**src/rtl/mem_access_unit.sv**
```systemverilog
// Load/store front end for a word-wide single-port RAM with registered address.
// Handles byte/half/word loads with extension, and sub-word stores by read-modify-write.
module mem_access_unit #(
  parameter int BIG_ENDIAN = 0
) (
  input  logic        clk,
  input  logic        rst,
  input  logic        req_valid,
  output logic        req_ready,
  input  logic        req_we,
  input  logic [1:0]  req_size,
  input  logic        req_signed,
  input  logic [31:0] req_addr,
  input  logic [31:0] req_wdata,
  output logic        resp_valid,
  output logic        resp_err,
  output logic [31:0] resp_rdata,
  output logic        ram_wren,
  output logic [29:0] ram_address,
  output logic [31:0] ram_data,
  input  logic [31:0] ram_q
);

  typedef enum logic [1:0] {IDLE, LOAD, MERGE} state_t;

  state_t      state;
  logic [29:0] lat_word;
  logic [1:0]  lat_off;
  logic [1:0]  lat_size;
  logic        lat_signed;
  logic [15:0] lat_wdata;

  logic        accept;
  logic        misaligned;
  logic [1:0]  byte_lane;
  logic        half_lane;
  logic [7:0]  byte_val;
  logic [15:0] half_val;
  logic [31:0] merged;
  logic [31:0] load_data;

  always_comb begin
    misaligned = (req_size == 2'd3)
               | ((req_size == 2'd2) & (req_addr[1:0] != 2'b00))
               | ((req_size == 2'd1) & req_addr[0]);
  end

  assign req_ready = (state == IDLE) & ~rst;
  assign accept    = req_valid & req_ready;

  // Big-endian places byte k at physical lane 3-k and half h at lane 1-h.
  assign byte_lane = (BIG_ENDIAN != 0) ? ~lat_off    : lat_off;
  assign half_lane = (BIG_ENDIAN != 0) ? ~lat_off[1] : lat_off[1];
  assign byte_val  = ram_q[{byte_lane, 3'b000} +: 8];
  assign half_val  = ram_q[{half_lane, 4'b0000} +: 16];

  always_comb begin
    merged = ram_q;
    if (lat_size == 2'd0) merged[{byte_lane, 3'b000} +: 8] = lat_wdata[7:0];
    else                  merged[{half_lane, 4'b0000} +: 16] = lat_wdata[15:0];
  end

  always_comb begin
    case (lat_size)
      2'd0:    load_data = {{24{lat_signed & byte_val[7]}}, byte_val};
      2'd1:    load_data = {{16{lat_signed & half_val[15]}}, half_val};
      default: load_data = ram_q;
    endcase
  end

  assign ram_address = (state == IDLE) ? req_addr[31:2] : lat_word;
  assign ram_data    = (state == MERGE) ? merged : req_wdata;
  assign ram_wren    = ~rst & ((state == MERGE)
                     | (accept & req_we & (req_size == 2'd2) & ~misaligned));

  always_ff @(posedge clk) begin
    if (rst) begin
      state      <= IDLE;
      resp_valid <= 1'b0;
      resp_err   <= 1'b0;
      resp_rdata <= '0;
      lat_word   <= '0;
      lat_off    <= '0;
      lat_size   <= '0;
      lat_signed <= 1'b0;
      lat_wdata  <= '0;
    end else begin
      resp_valid <= 1'b0;
      resp_err   <= 1'b0;
      resp_rdata <= '0;
      case (state)
        IDLE: begin
          if (accept) begin
            if (misaligned) begin
              resp_valid <= 1'b1;
              resp_err   <= 1'b1;
            end else if (req_we && req_size == 2'd2) begin
              resp_valid <= 1'b1;
            end else begin
              lat_word   <= req_addr[31:2];
              lat_off    <= req_addr[1:0];
              lat_size   <= req_size;
              lat_signed <= req_signed;
              lat_wdata  <= req_wdata[15:0];
              state      <= req_we ? MERGE : LOAD;
            end
          end
        end
        LOAD: begin
          resp_valid <= 1'b1;
          resp_rdata <= load_data;
          state      <= IDLE;
        end
        MERGE: begin
          resp_valid <= 1'b1;
          state      <= IDLE;
        end
        default: state <= IDLE;
      endcase
    end
  end

endmodule

```
**config.mk**
```make
export PLATFORM = sky130hd
export DESIGN_NAME = mem_access_unit
export DESIGN_NICKNAME = d
export VERILOG_FILES = /design/src/rtl/mem_access_unit.sv
export SDC_FILE = /design/constraint.sdc
export NUM_CORES = 1
export LEC_CHECK = 0
export ABC_AREA = 1
export CAP_MARGIN = 20
export CELL_PAD_IN_SITES_DETAIL_PLACEMENT = 1
export CELL_PAD_IN_SITES_GLOBAL_PLACEMENT = 1
export CORE_MARGIN = 2
export CORE_UTILIZATION = 30
export CTS_CLUSTER_DIAMETER = 150
export DETAILED_ROUTE_END_ITERATION = 12
export PLACE_DENSITY_LB_ADDON = 0.1
export SLEW_MARGIN = 30
export SYNTH_ARGS = -nofsm -noshare
export SYNTH_HDL_FRONTEND = slang
export SYNTH_SLANG_ARGS = --single-unit
```
**constraint.sdc**
```tcl
create_clock -name clk -period 2.5 [get_ports clk]
set_clock_uncertainty 0.05 [all_clocks]
set_input_delay 0.375 -clock clk [delete_from_list [all_inputs] [get_ports clk]]
set_output_delay 0.375 -clock clk [all_outputs]
set_load 0.01 [all_outputs]
```
Yosys cells after proc, flatten, opt, wreduce, memory -nomap -nowiden
Index checks and enable logic that the tools add are counted.
{"block": "totals", "mem_count": 0, "mem_bits_rw": 0, "word_cells": 64, "reg_bits": 87, "out_inout_bits": 98, "inputBits": 103, "mem_bits_ro": 0, "latch_bits": 0}
{"block": "classes", "div_mod_pow": 0, "eq_ne": 6, "bitwise": 19, "add_sub_neg": 2, "order_cmp": 0, "n_mul": 0, "shift": 6, "n_mux": 12, "n_reduce_logical": 10}
{"op": "$bwmux 32", "n": 2}
{"op": "$mux 32", "n": 2}
{"op": "$pmux 32 s2", "n": 1}
{"op": "$shift 16x7->32 const A", "n": 1}
{"op": "$shift 8x7->32 const A", "n": 1}
{"op": "$shiftx 16x7->32", "n": 1}
{"op": "$shiftx 32x6->16", "n": 1}
{"op": "$shiftx 32x6->8", "n": 1}
{"op": "$shiftx 8x7->32", "n": 1}
{"op": "$mux 30", "n": 1}
{"op": "$neg 5->7", "n": 2}
{"op": "$and 1x1->1", "n": 10}
{"op": "$eq 2x1->1 const B", "n": 3}
{"op": "$eq 2x2->1 const B", "n": 3}
{"op": "$not 1->1", "n": 6}
{"op": "$reduce_or 2->1", "n": 3}
{"op": "$logic_not 2->1", "n": 2}
{"op": "$mux 1", "n": 4}
{"op": "$reduce_and 4->1", "n": 1}
{"op": "$or 1x1->1", "n": 3}
{"op": "$reduce_and 3->1", "n": 1}
{"op": "$reduce_or 3->1", "n": 1}
{"op": "$mux 2", "n": 1}
{"op": "$pmux 1 s2", "n": 1}
{"op": "2 further kinds", "n": 2}

Logic depth before layout (Yosys ltp)
Gate-level depths: netlist of the first run.
{"block": "logic_depth", "word_depth": 8, "mapped_depth": 10, "ltp_nobuf": 9}

Worst setup path before layout of the first run
OpenSTA, ideal clock, no wires.
{"block": "synth_timing", "path_type": "reg-to-output", "start": "reg lat_off[1] (netlist: byte_lane[1])", "end": "out ram_data[7]", "path_buffers": 2, "arrival_ns": 2.011, "stages_incl_launch_ff": 10, "required_ns": 2.075, "slack_ns": 0.064, "cell_sequence": "dfxtp_1 > clkinv_1 > clkbuf_1 > ha_1 > buf_2 > nor3_1 > nand2_1 > nand2_1 > nand3_1 > nand2_1"}
{"block": "synth_via", "elab_chain_cells": 5, "word_cells_on_any_way": 10, "cone_classes": "add/sub (2); shift (4); mux (4)"}
{"item": "start: declaration", "line_no": "28", "rtl": "logic [1:0] lat_off;"}
{"item": "start signal: assignment", "line_no": "101", "rtl": "lat_off <= req_addr[1:0];"}
{"item": "$neg 5->7, on equally long branches", "line_no": "60, 59"}
{"item": "$shiftx 16x7->32 (tied with other cells)", "line_no": "60", "rtl": "else merged[{half_lane, 4'b0000} +: 16] = lat_wdata[15:0];"}
{"item": "$bwmux 32, on equally long branches", "line_no": "60, 59"}
{"item": "$mux 32 (*)", "line_no": "59", "rtl": "if (lat_size == 2'd0) merged[{byte_lane, 3'b000} +: 8] = lat_wdata[7:0];"}
{"item": "$mux 32 (*)", "line_no": "72", "rtl": "assign ram_data = (state == MERGE) ? merged : req_wdata;"}
{"item": "end: declaration", "line_no": "20", "rtl": "output logic [31:0] ram_data,"}
Every way passes the cells marked *; elsewhere a longest branch is shown, timed or not.

Final worst setup path of the first run
{"block": "layout_timing", "start": "reg lat_off[1] (netlist: byte_lane[1])", "end": "out ram_data[17]"}
The elaborated chain is that of the path after synthesis.

==> out/qor.csv, run 1 <==
stage,metric,value,unit
status,status,"complete, but fails checks",
status,failing checks,setup timing,
flow_run,max-cap viol count,0,
layout,n_diodes,0,
power,Leakage Power,3.34,nW
route,drt total wl,22.4,mm
logic_synthesis,sequential cell area fraction in the yosys report,32.6,%
logic_synthesis,number of synthesized register bits,87,
global_routing,first-pass GRT wire length,35.1,mm
die,Die ar.,0.0189,mm²
logic_synthesis,Yosys top cell by area,dfxtp_1,
timing,RSZ-0062 raised after global routing,true,
placement,GPL Wtd Cong,0.862,
global_routing,initial antenna violation count,0,
clock_network,H-tree depth,3,
route,DR iter-0 viols,301,
critical_path,CP required,2080,ps
critical_path,crit path launch,byte_lane[1],
route,residual DRC count,0,
critical_path,critical path arrival,2170,ps
timing,# setup viols final,1,
die,I/O pin count,201,
route,first-pass iteration count of the detailed router,4,
die,num rows,48,
worst_hold_path,HP Start,rst,
route,routed vias,6579,
logic_synthesis,main flop type after synthesis,dfxtp_1,
layout,nets,1201,
power,Max IR drop VDD,0.000341,V
timing,Least-Margin Pin Slew,618,ps
clock_network,CTS tree,done,
clock_network,TritonCTS Buffers,9,
layout,final core occ,47.4,%
clock_network,clk sinks,87,
layout,area of the multi-input gates,0.00328,mm²
placement,pre-CTS WS,-183,ps
critical_path,Worst setup SP type,flop,
logic_synthesis,Syn Nets,1000,
global_routing,grt ovf,0,
timing,final setup margin,-98.1,ps
die,die width,137,µm
critical_path,reg2reg start,byte_lane[1],
logic_synthesis,synthesized area per cell,6.02,µm²
placement,detailed placement HPWL,16.8,mm
power,Pwr Total,0.00384,W
logic_synthesis,Post-synth EDFFs,0,
logic_synthesis,Synth top area share,32.6,%
clock_network,Clock Latency Late Sink,350,ps
logic_synthesis,top post-synthesis cells by area,"dfxtp_1 (33%), nand2_1 (25%), a21oi_1 (9.1%), nand3_1 (8.2%), o21ai_0 (6.0%)",
clock_network,CTS Root Cell,clkbuf_16,
die,initial cell density of the core,30.8,%
logic_synthesis,synth unique cells,21,
critical_path,Crit path largest cell delay,530,ps
timing,endpoints failing hold,0,
logic_synthesis,Synth Cell Area,0.00534,mm²
global_routing,largest net degree at the start of global routing,54,
clock_network,deepest clock path buffer count,2,
critical_path,Crit. End Element,output pin,
die,CORE AREA,0.0174,mm²
layout,fill count,2290,
logic_synthesis,YS warnings,0,
global_routing,Tot GR Track Use,23.9,%
critical_path,"Critical Path, Cell by Cell","inv_4, ha_4, inv_1, nor2_4, nand3_4, o21ai_1, nand3_1, nand2_1, clkdlybuf4s50_1",
critical_path,CP max-delay cell,clkdlybuf4s50_1,
layout,area of all sequential standard cells,0.00175,mm²
die,Die Y-Extent,137,µm
timing,max_slew headroom,58.7,%
logic_synthesis,commonest cells in the netlist,"nand2_1 (350), a21oi_1 (97), nand3_1 (88), dfxtp_1 (87), o21ai_0 (64)",
power,PwrDens,467,mW/mm²
placement,I/O Buffers,200,
logic_synthesis,Async SR Flop Fraction,0,%
critical_path,CP Class,flop to output pin,
logic_synthesis,post-synthesis cell count,888,
timing,post-layout min period,2600,ps
layout,share of post-route cells with drive strength above 1,10.8,%
critical_path,CP max FO,8,
global_routing,vias in the first global route,6377,
layout,Area Overhead vs Synth,53.9,%
timing,final worst-path cycle share,104,%
timing,fmax,0.385,GHz
clock_network,clk slew on worst S/H paths,70,ps
route,ANT nets after route,0,
worst_hold_path,Worst Hold Class,input pin to flop,
route,Wirelength per Cell,17.0,µm
route,vias per cell,4.99,
timing,Final Max Tran Viols,0,
logic_synthesis,most frequent cell after synthesis,nand2_1,
## routing by layer
layer  up-vias  wire (µm)  track usage [%]
li1       3304          -                -
met1      3056      10100             31.8
met2       196      10400             38.7
met3        23       1430             5.00
met4         0        429             7.73
met5         -          0                0
## cell usage in the layout, fill, tap and decap left out, types with 27 or more instances in the layout
master,synthesis,final
o211ai_1,30,30
clkdlybuf4s50_1,0,167
nor2_1,29,27
nand2_1,350,346
dfxtp_1,87,83
buf_4,0,43
inv_1,47,45
o21ai_0,64,55
nand3_1,88,79
a21oi_1,97,97
## state kept, by name, indices dropped and copies added, names as in the netlist
register,cells
resp_rdata,32
lat_word,30
lat_wdata,16
byte_lane,2
lat_size,2
state,2
lat_signed,1
resp_err,1
resp_valid,1
## area by class of cell
| class | instances | area share, % |
|---|---|---|
| inverter | 51 | 2.42 |
| timing repair buffer | 251 | 29.3 |
| clock buffer | 11 | 2.95 |
| clock inverter | 5 | 0.776 |
| tap | 225 | 3.42 |
| sequential | 87 | 21.2 |
| multi-input combinational | 689 | 39.9 |
## stage by stage
step / TNS [ps] / hold WS (ps) / std cells / area (µm²)
5_1_grt: -833 / 309 / 1319 / 8220
4_1_cts: -937 / 292 / 1318 / 8190
2_1_floorplan: 0 / 390 / 888 / 5340
3_5_place_dp: -1960 / 402 / 1301 / 7770
3_3_place_gp: -1260 / 399 / 1301 / 7770
6_report: -98.1 / 316 / 1319 / 8220
## power breakdown
| group | switching [W] | internal, W | total, W | leakage [nW] |
|---|---|---|---|---|
| clock | 0.000597 | 0.000814 | 0.00141 | 0.147 |
| sequential | 0.0000274 | 0.00142 | 0.00145 | 0.706 |
| combinational | 0.000510 | 0.000470 | 0.000980 | 2.49 |
## path summary, 6_finish.rpt
kind,to,slack (ps),cells after the start
min reg2reg,lat_word[26],410,2
max reg2reg,resp_rdata[25],480,8
max,ram_data[17],-100,9
min,state[0],320,4
## kinds of logic (layout without fill, tap and decap cells)
family | after synthesis | in the layout | synth area share (%)
compound gates | 200 | 200 | 20.6
fa+ha+maj | 9 | 9 | 2.11
buf+inv | 112 | 318 | 8.34
flops | 87 | 87 | 32.6
simple gates | 480 | 480 | 36.4
## repair_timing
action	in CTS	in global routing
pin swaps	0	3
buffers inserted	0	1
hold buffers	0	0
setup endpoints to repair	63	63
gates cloned	1	0
gates resized for setup	63	57
## worst max-delay path, delay by kind of cell, from the launching register on
kind / cells / cell delay [ps]
adder cells (fa/ha/maj): 1 / 280
buffers and inverters: 3 / 640
AO/OA/AOI/OAI: 1 / 140
AND/OR/NAND/NOR: 4 / 410
flip-flops: 1 / 360
Note: power is estimated with default switching activity, not from simulation.
==> inputs of run 2 (changes only) <==
Settings changed: GPL_ROUTABILITY_DRIVEN from default to 0.
==> out/qor.csv, run 2 (same netlist as run 1, synthesis figures left out) <==
stage,metric,value,unit,change
layout,area of the multi-input gates,0.00328,mm²,+0.11%
critical_path,CP required,2080,ps,about the same
layout,Regs by FF count,"resp_rdata (32), lat_word (30), lat_wdata (16)",,
route,residual DRC count,0,,unchanged
critical_path,Crit path largest cell delay,360,ps,-170 ps
timing,Final TNS setup,0,ps,+98.1 ps
timing,post-layout min period,2440,ps,-162 ps
clock_network,H-tree depth,3,,unchanged
global_routing,Tot GR Track Use,24.5,%,+0.61 points
timing,final worst-path cycle share,97.5,%,-6.5 points
global_routing,initial antenna violation count,0,,unchanged
critical_path,Crit. End Element,output pin,,
clock_network,hold_buf cts,0,,unchanged
clock_network,deepest clock path buffer count,2,,unchanged
die,initial cell density of the core,30.8,%,unchanged
critical_path,R2R Setup Slk,540,ps,+60 ps
clock_network,Clock Latency Late Sink,350,ps,about the same
placement,detailed placement HPWL,16.8,mm,+0.23%
power,switch share,31.5,%,+1.9 points
critical_path,"Critical Path, Cell by Cell","inv_2, ha_1, inv_2, buf_4, clkbuf_16, nand2_1, o21ai_0, nand3_1, nand2_1, dlygate4sd2_1",,
layout,Area Overhead vs Synth,54.8,%,
global_routing,largest net degree at the start of global routing,54,,unchanged
critical_path,CP max-delay cell,dfxtp_2,,
placement,pre-CTS WS,-105,ps,+78.3 ps
route,ANT nets after route,0,,unchanged
layout,most frequent cells in the layout,"nand2_1 (348), clkdlybuf4s50_1 (151), a21oi_1 (96)",,
power,Leakage Power,3.48,nW,+4.0%
placement,I/O Buffers,200,,unchanged
layout,fill count,2284,,-0.26%
timing,fmax,0.410,GHz,+6.6%
timing,Least-Margin Pin Slew,611,ps,-6.58 ps
status,status,finished clean,,
layout,Reg with most FFs,resp_rdata,,
timing,Final Max Tran Viols,0,,unchanged
layout,n_diodes,0,,unchanged
global_routing,vias in the first global route,6563,,+2.9%
timing,final setup margin,63.7,ps,+162 ps
layout,share of post-route cells with drive strength above 1,11.1,%,+0.35 points
layout,Largest register FFs,32,,unchanged
route,DR iter-0 viols,320,,+6.3%
clock_network,CTS Root Cell,clkbuf_16,,
power,Clk pwr share,35.2,%,-1.6 points
clock_network,clk sinks,87,,unchanged
layout,"commonest non-fill, non-tap cell in the layout",nand2_1,,
power,PwrDens,456,mW/mm²,-2.4%
die,CORE AREA,0.0174,mm²,unchanged
layout,area of all sequential standard cells,0.00175,mm²,unchanged
die,num rows,48,,unchanged
power,Comb pwr share,26.3,%,+0.8 points
route,drt total wl,22.9,mm,+2.2%
critical_path,CP max FO,7,,-1
die,die width,137,µm,unchanged
critical_path,critical path arrival,2010,ps,-160 ps
clock_network,CTS tree,done,,
timing,max_slew headroom,59.2,%,+0.54 points
power,sequential fraction of design power,38.4,%,+0.7 points
die,I/O pin count,201,,unchanged
critical_path,CP Class,flop to output pin,,
flow_run,max-cap viol count,0,,unchanged
power,sw power,0.00119,W,+4.5%
timing,endpoints failing hold,0,,unchanged
power,Pint,0.00258,W,-4.5%
critical_path,Worst setup SP type,flop,,
layout,nets,1203,,+0.17%
route,vias per cell,5.02,,+0.56%
worst_hold_path,Worst Hold Class,input pin to flop,,
route,Wirelength per Cell,17.3,µm,+2.0%
die,Die Y-Extent,137,µm,unchanged
clock_network,TritonCTS Buffers,9,,unchanged
route,first-pass iteration count of the detailed router,4,,unchanged
die,Die ar.,0.0189,mm²,unchanged
global_routing,grt ovf,0,,unchanged
timing,RSZ-0062 raised after global routing,true,,
clock_network,clk slew on worst S/H paths,70,ps,about the same
power,Max IR drop VDD,0.000329,V,-3.5%
route,routed vias,6626,,+0.71%
global_routing,first-pass GRT wire length,36.0,mm,+2.7%
timing,# setup viols final,0,,-1
-- run 2: cell count changes in the layout (fill, tap and decap cells not counted), sizes merged --
| cell | before | now |
|---|---|---|
| clkdlybuf4s15 | 1 | 5 |
| clkdlybuf4s50 | 167 | 151 |
| bufbuf | 0 | 1 |
| buf | 54 | 63 |
| clkinvlp | 1 | 2 |
| dlygate4sd1 | 0 | 1 |
| bufinv | 1 | 0 |
| dlymetal6s2s | 3 | 15 |
| inv | 53 | 54 |
| clkbuf | 22 | 12 |
-- run 2: area by class of cell --
type | count | share of cell area (%)
sequential | 87 | 21.1
clock buffer | 10 | 2.77
multi-input combinational | 689 | 39.7
tap | 225 | 3.40
timing repair buffer | 253 | 30.1
inverter | 51 | 2.34
clock inverter | 6 | 0.605
-- run 2: layer usage --
metal	wire length, µm	up-vias	GRT usage [%]	share of wire, %
met1	10200	3113	32.4	45
met3	1540	27	5.48	6.7
met4	449	0	8.02	2.0
met2	10700	178	39.7	47
met5	0	-	0	0
li1	-	3308	-	-
-- run 2: worst max-delay path, delay by kind of cell, from the launching register on --
family	cells	cell delay (ps)
compound gates	1	190
fa+ha+maj	1	230
buf+inv	5	690
flops	1	360
simple gates	3	210
-- run 2: power by group through the flow --
stage	logic, W	clock network, W	registers [W]
floorplan	0.000430	0	0.00147
global placement	0.000970	0	0.00148
detailed placement	0.000974	0	0.00148
CTS	0.000985	0.00136	0.00145
global route	0.00109	0.00141	0.00145
finish	0.000993	0.00133	0.00145
-- run 2: repair_timing --
action                                  in CTS  in global routing
pin swaps                                    1                  1
endpoints found under the hold margin        0                  0
buffers inserted                             3                  1
gates resized for setup                    108                 44
endpoints found under the setup margin      56                 61
gates cloned                                 1                  1
-- run 2: path summary, 6_finish.rpt --
path,start,cells after the start,to
worst max-delay path,byte_lane[0],10,ram_data[18]
worst min register to register,lat_word[1],2,lat_word[1]
worst max register to register,byte_lane[1],8,resp_rdata[24]
worst min-delay path,rst,4,state[0]
-- run 2: metrics by stage --
| stage | instances | util (%) | total power (W) | hold slack (ps) | area [µm²] |
|---|---|---|---|---|---|
| 2_1_floorplan | 888 | - | 0.00190 | 390 | 5340 |
| 5_1_grt | 1321 | 47.7 | 0.00395 | 309 | 8270 |
| 6_report | 1321 | 47.7 | 0.00377 | 296 | 8270 |
| 3_3_place_gp | 1299 | 44.8 | 0.00245 | 399 | 7770 |
| 3_5_place_dp | 1299 | 44.8 | 0.00245 | 405 | 7770 |
| 4_1_cts | 1319 | 46.9 | 0.00379 | 273 | 8140 |
==> inputs of run 3 (changes only) <==
Settings changed: CORE_MARGIN 2 to 3, CTS_CLUSTER_DIAMETER 150 to 50.
==> out/qor.csv, run 3 (same netlist as run 1, synthesis figures left out) <==
stage,metric,value,unit,change
layout,final core occ,47.0,%,-0.69 points
clock_network,Clock Latency Late Sink,350,ps,about the same
route,Wirelength per Cell,17.3,µm,about the same
layout,share of post-route cells with drive strength above 1,11.4,%,+0.26 points
clock_network,hold_buf cts,0,,unchanged
critical_path,CP max-delay cell,dfxtp_4,,
timing,Final Max Tran Viols,0,,unchanged
clock_network,CTS tree,done,,
route,first-pass iteration count of the detailed router,4,,unchanged
worst_hold_path,Worst Hold Class,input pin to flop,,
layout,"commonest non-fill, non-tap cell in the layout",nand2_1,,
critical_path,CP required,2080,ps,about the same
layout,n_diodes,0,,unchanged
clock_network,H-tree depth,3,,unchanged
global_routing,vias in the first global route,6601,,+0.58%
layout,Reg with most FFs,resp_rdata,,
route,residual DRC count,0,,unchanged
critical_path,CP max FO,5,,-2
critical_path,reg2reg start,byte_lane[1],,
global_routing,busiest layer in global routing,met2,,
critical_path,crit path launch,byte_lane[1],,
layout,nets,1196,,-0.58%
die,I/O pin count,201,,unchanged
global_routing,grt ovf,0,,unchanged
power,Leakage Power,3.29,nW,-5.3%
route,drt total wl,22.8,mm,-0.61%
worst_hold_path,HP Start,rst,,
worst_hold_path,hold path depth,4,,unchanged
critical_path,R2R depth,8,,unchanged
layout,Regs by FF count,"resp_rdata (32), lat_word (30), lat_wdata (16)",,
placement,DP Area,0.00777,mm²,about the same
critical_path,"Critical Path, Cell by Cell","inv_4, ha_2, nand2_1, nor3_2, buf_4, buf_4, nand2_1, nand2_1, nand3_1, nand2_1, clkdlybuf4s15_2",,
critical_path,Worst setup SP type,flop,,
critical_path,Crit. End Element,output pin,,
route,ANT nets after route,0,,unchanged
placement,detailed placement HPWL,16.6,mm,-1.4%
placement,I/O Buffers,200,,unchanged
timing,endpoints failing hold,0,,unchanged
power,Pwr Total,0.00375,W,-0.59%
critical_path,Crit path largest cell delay,360,ps,about the same
status,status,finished clean,,
die,initial cell density of the core,30.8,%,unchanged
route,vias per cell,5.01,,-0.21%
global_routing,M1 GR Usage,30.0,%,-2.4 points
global_routing,largest net degree at the start of global routing,55,,+1.9%
timing,final worst-path cycle share,98.3,%,+0.83 points
placement,placed cells,1295,,-0.31%
die,Die ar.,0.0194,mm²,+2.9%
die,die width,139,µm,+1.5%
layout,non-filler instance count after layout,1314,,-0.53%
route,routed vias,6577,,-0.74%
power,Max IR drop VDD,0.000337,V,+2.3%
clock_network,clk slew on worst S/H paths,70,ps,about the same
flow_run,max-cap viol count,0,,unchanged
global_routing,initial antenna violation count,1,,+1
die,num rows,48,,unchanged
clock_network,clk sinks,87,,unchanged
timing,max_slew headroom,60.0,%,+0.70 points
clock_network,CTS Root Cell,clkbuf_16,,
critical_path,R2R Setup Slk,520,ps,-20 ps
critical_path,critical path arrival,2030,ps,+20 ps
global_routing,first-pass GRT wire length,36.0,mm,about the same
critical_path,reg2reg end,resp_rdata[29],,
timing,fmax,0.407,GHz,-0.85%
global_routing,Tot GR Track Use,22.8,%,-1.7 points
critical_path,CP Class,flop to output pin,,
layout,Largest register FFs,32,,unchanged
die,Die Y-Extent,139,µm,+1.5%
global_routing,met3 usage,4.95,%,-0.53 points
clock_network,TritonCTS Buffers,9,,unchanged
layout,post-route design area,0.00815,mm²,-1.5%
timing,Hold Slack,289,ps,-6.61 ps
layout,Area Overhead vs Synth,52.6,%,
worst_hold_path,Hold Path End,state[0],,
global_routing,M2 GR Usage,37.5,%,-2.1 points
route,DR iter-0 viols,300,,-6.3%
clock_network,deepest clock path buffer count,2,,unchanged
timing,# setup viols final,0,,unchanged
critical_path,cell mode on critical path,nand2_1,,
layout,most frequent cells in the layout,"nand2_1 (348), clkdlybuf4s50_1 (161), a21oi_1 (97)",,
timing,post-layout min period,2460,ps,+20.8 ps
timing,Least-Margin Pin Slew,601,ps,-10.6 ps
power,PwrDens,459,mW/mm²,+0.87%
die,CORE AREA,0.0174,mm²,unchanged
-- run 3: final cells by class --
| class | instances | area [µm²] |
|---|---|---|
| Fill cell | 2322 | 9200 |
| Multi-Input combinational cell | 689 | 3280 |
| Timing Repair Buffer | 246 | 2370 |
| Sequential cell | 87 | 1750 |
| Tap cell | 225 | 282 |
| Clock buffer | 9 | 225 |
| Inverter | 51 | 196 |
| Clock inverter | 7 | 55.1 |
-- run 3: how the worst max path moves through the flow --
stage / end / slack, ps
4_1_cts: ram_data[25] / -40
6_report: ram_data[5] / 40
3_3_place_gp: ram_data[18] / -130
5_1_grt: ram_data[5] / -50
3_5_place_dp: ram_data[22] / -190
2_1_floorplan: ram_data[7] / 60
-- run 3: power breakdown --
group	internal [W]	switching, W
clock network	0.000686	0.000627
logic	0.000467	0.000519
registers	0.00142	0.0000273
total	0.00257	0.00117
-- run 3: timing repair --
action | CTS | global route
hold endpoints to repair | 0 | 0
buffers inserted | 1 | 1
resized for setup | 77 | 75
endpoints found under the setup margin | 51 | 59
pin swaps | 0 | 4
gates cloned | 1 | 0
-- run 3: layer usage --
layer,vias to the layer above,wire (µm)
li1,3290,-
met1,3075,10300
met2,181,10600
met3,29,1340
met4,2,527
met5,-,13
-- run 3: worst max-delay path: cells and delay by family, from the launching register on --
family	cells	cell delay [ps]
simple gates	6	510
buf+inv	4	610
fa+ha+maj	1	190
flops	1	360
-- run 3: through the flow --
stage	setup slack, ps	setup TNS (ps)
final	42.9	0
after global routing	-54.8	-75.6
after CTS	-40.0	-213
after detailed placement	-188	-2710
after global placement	-128	-1700
after floorplan	64.5	0
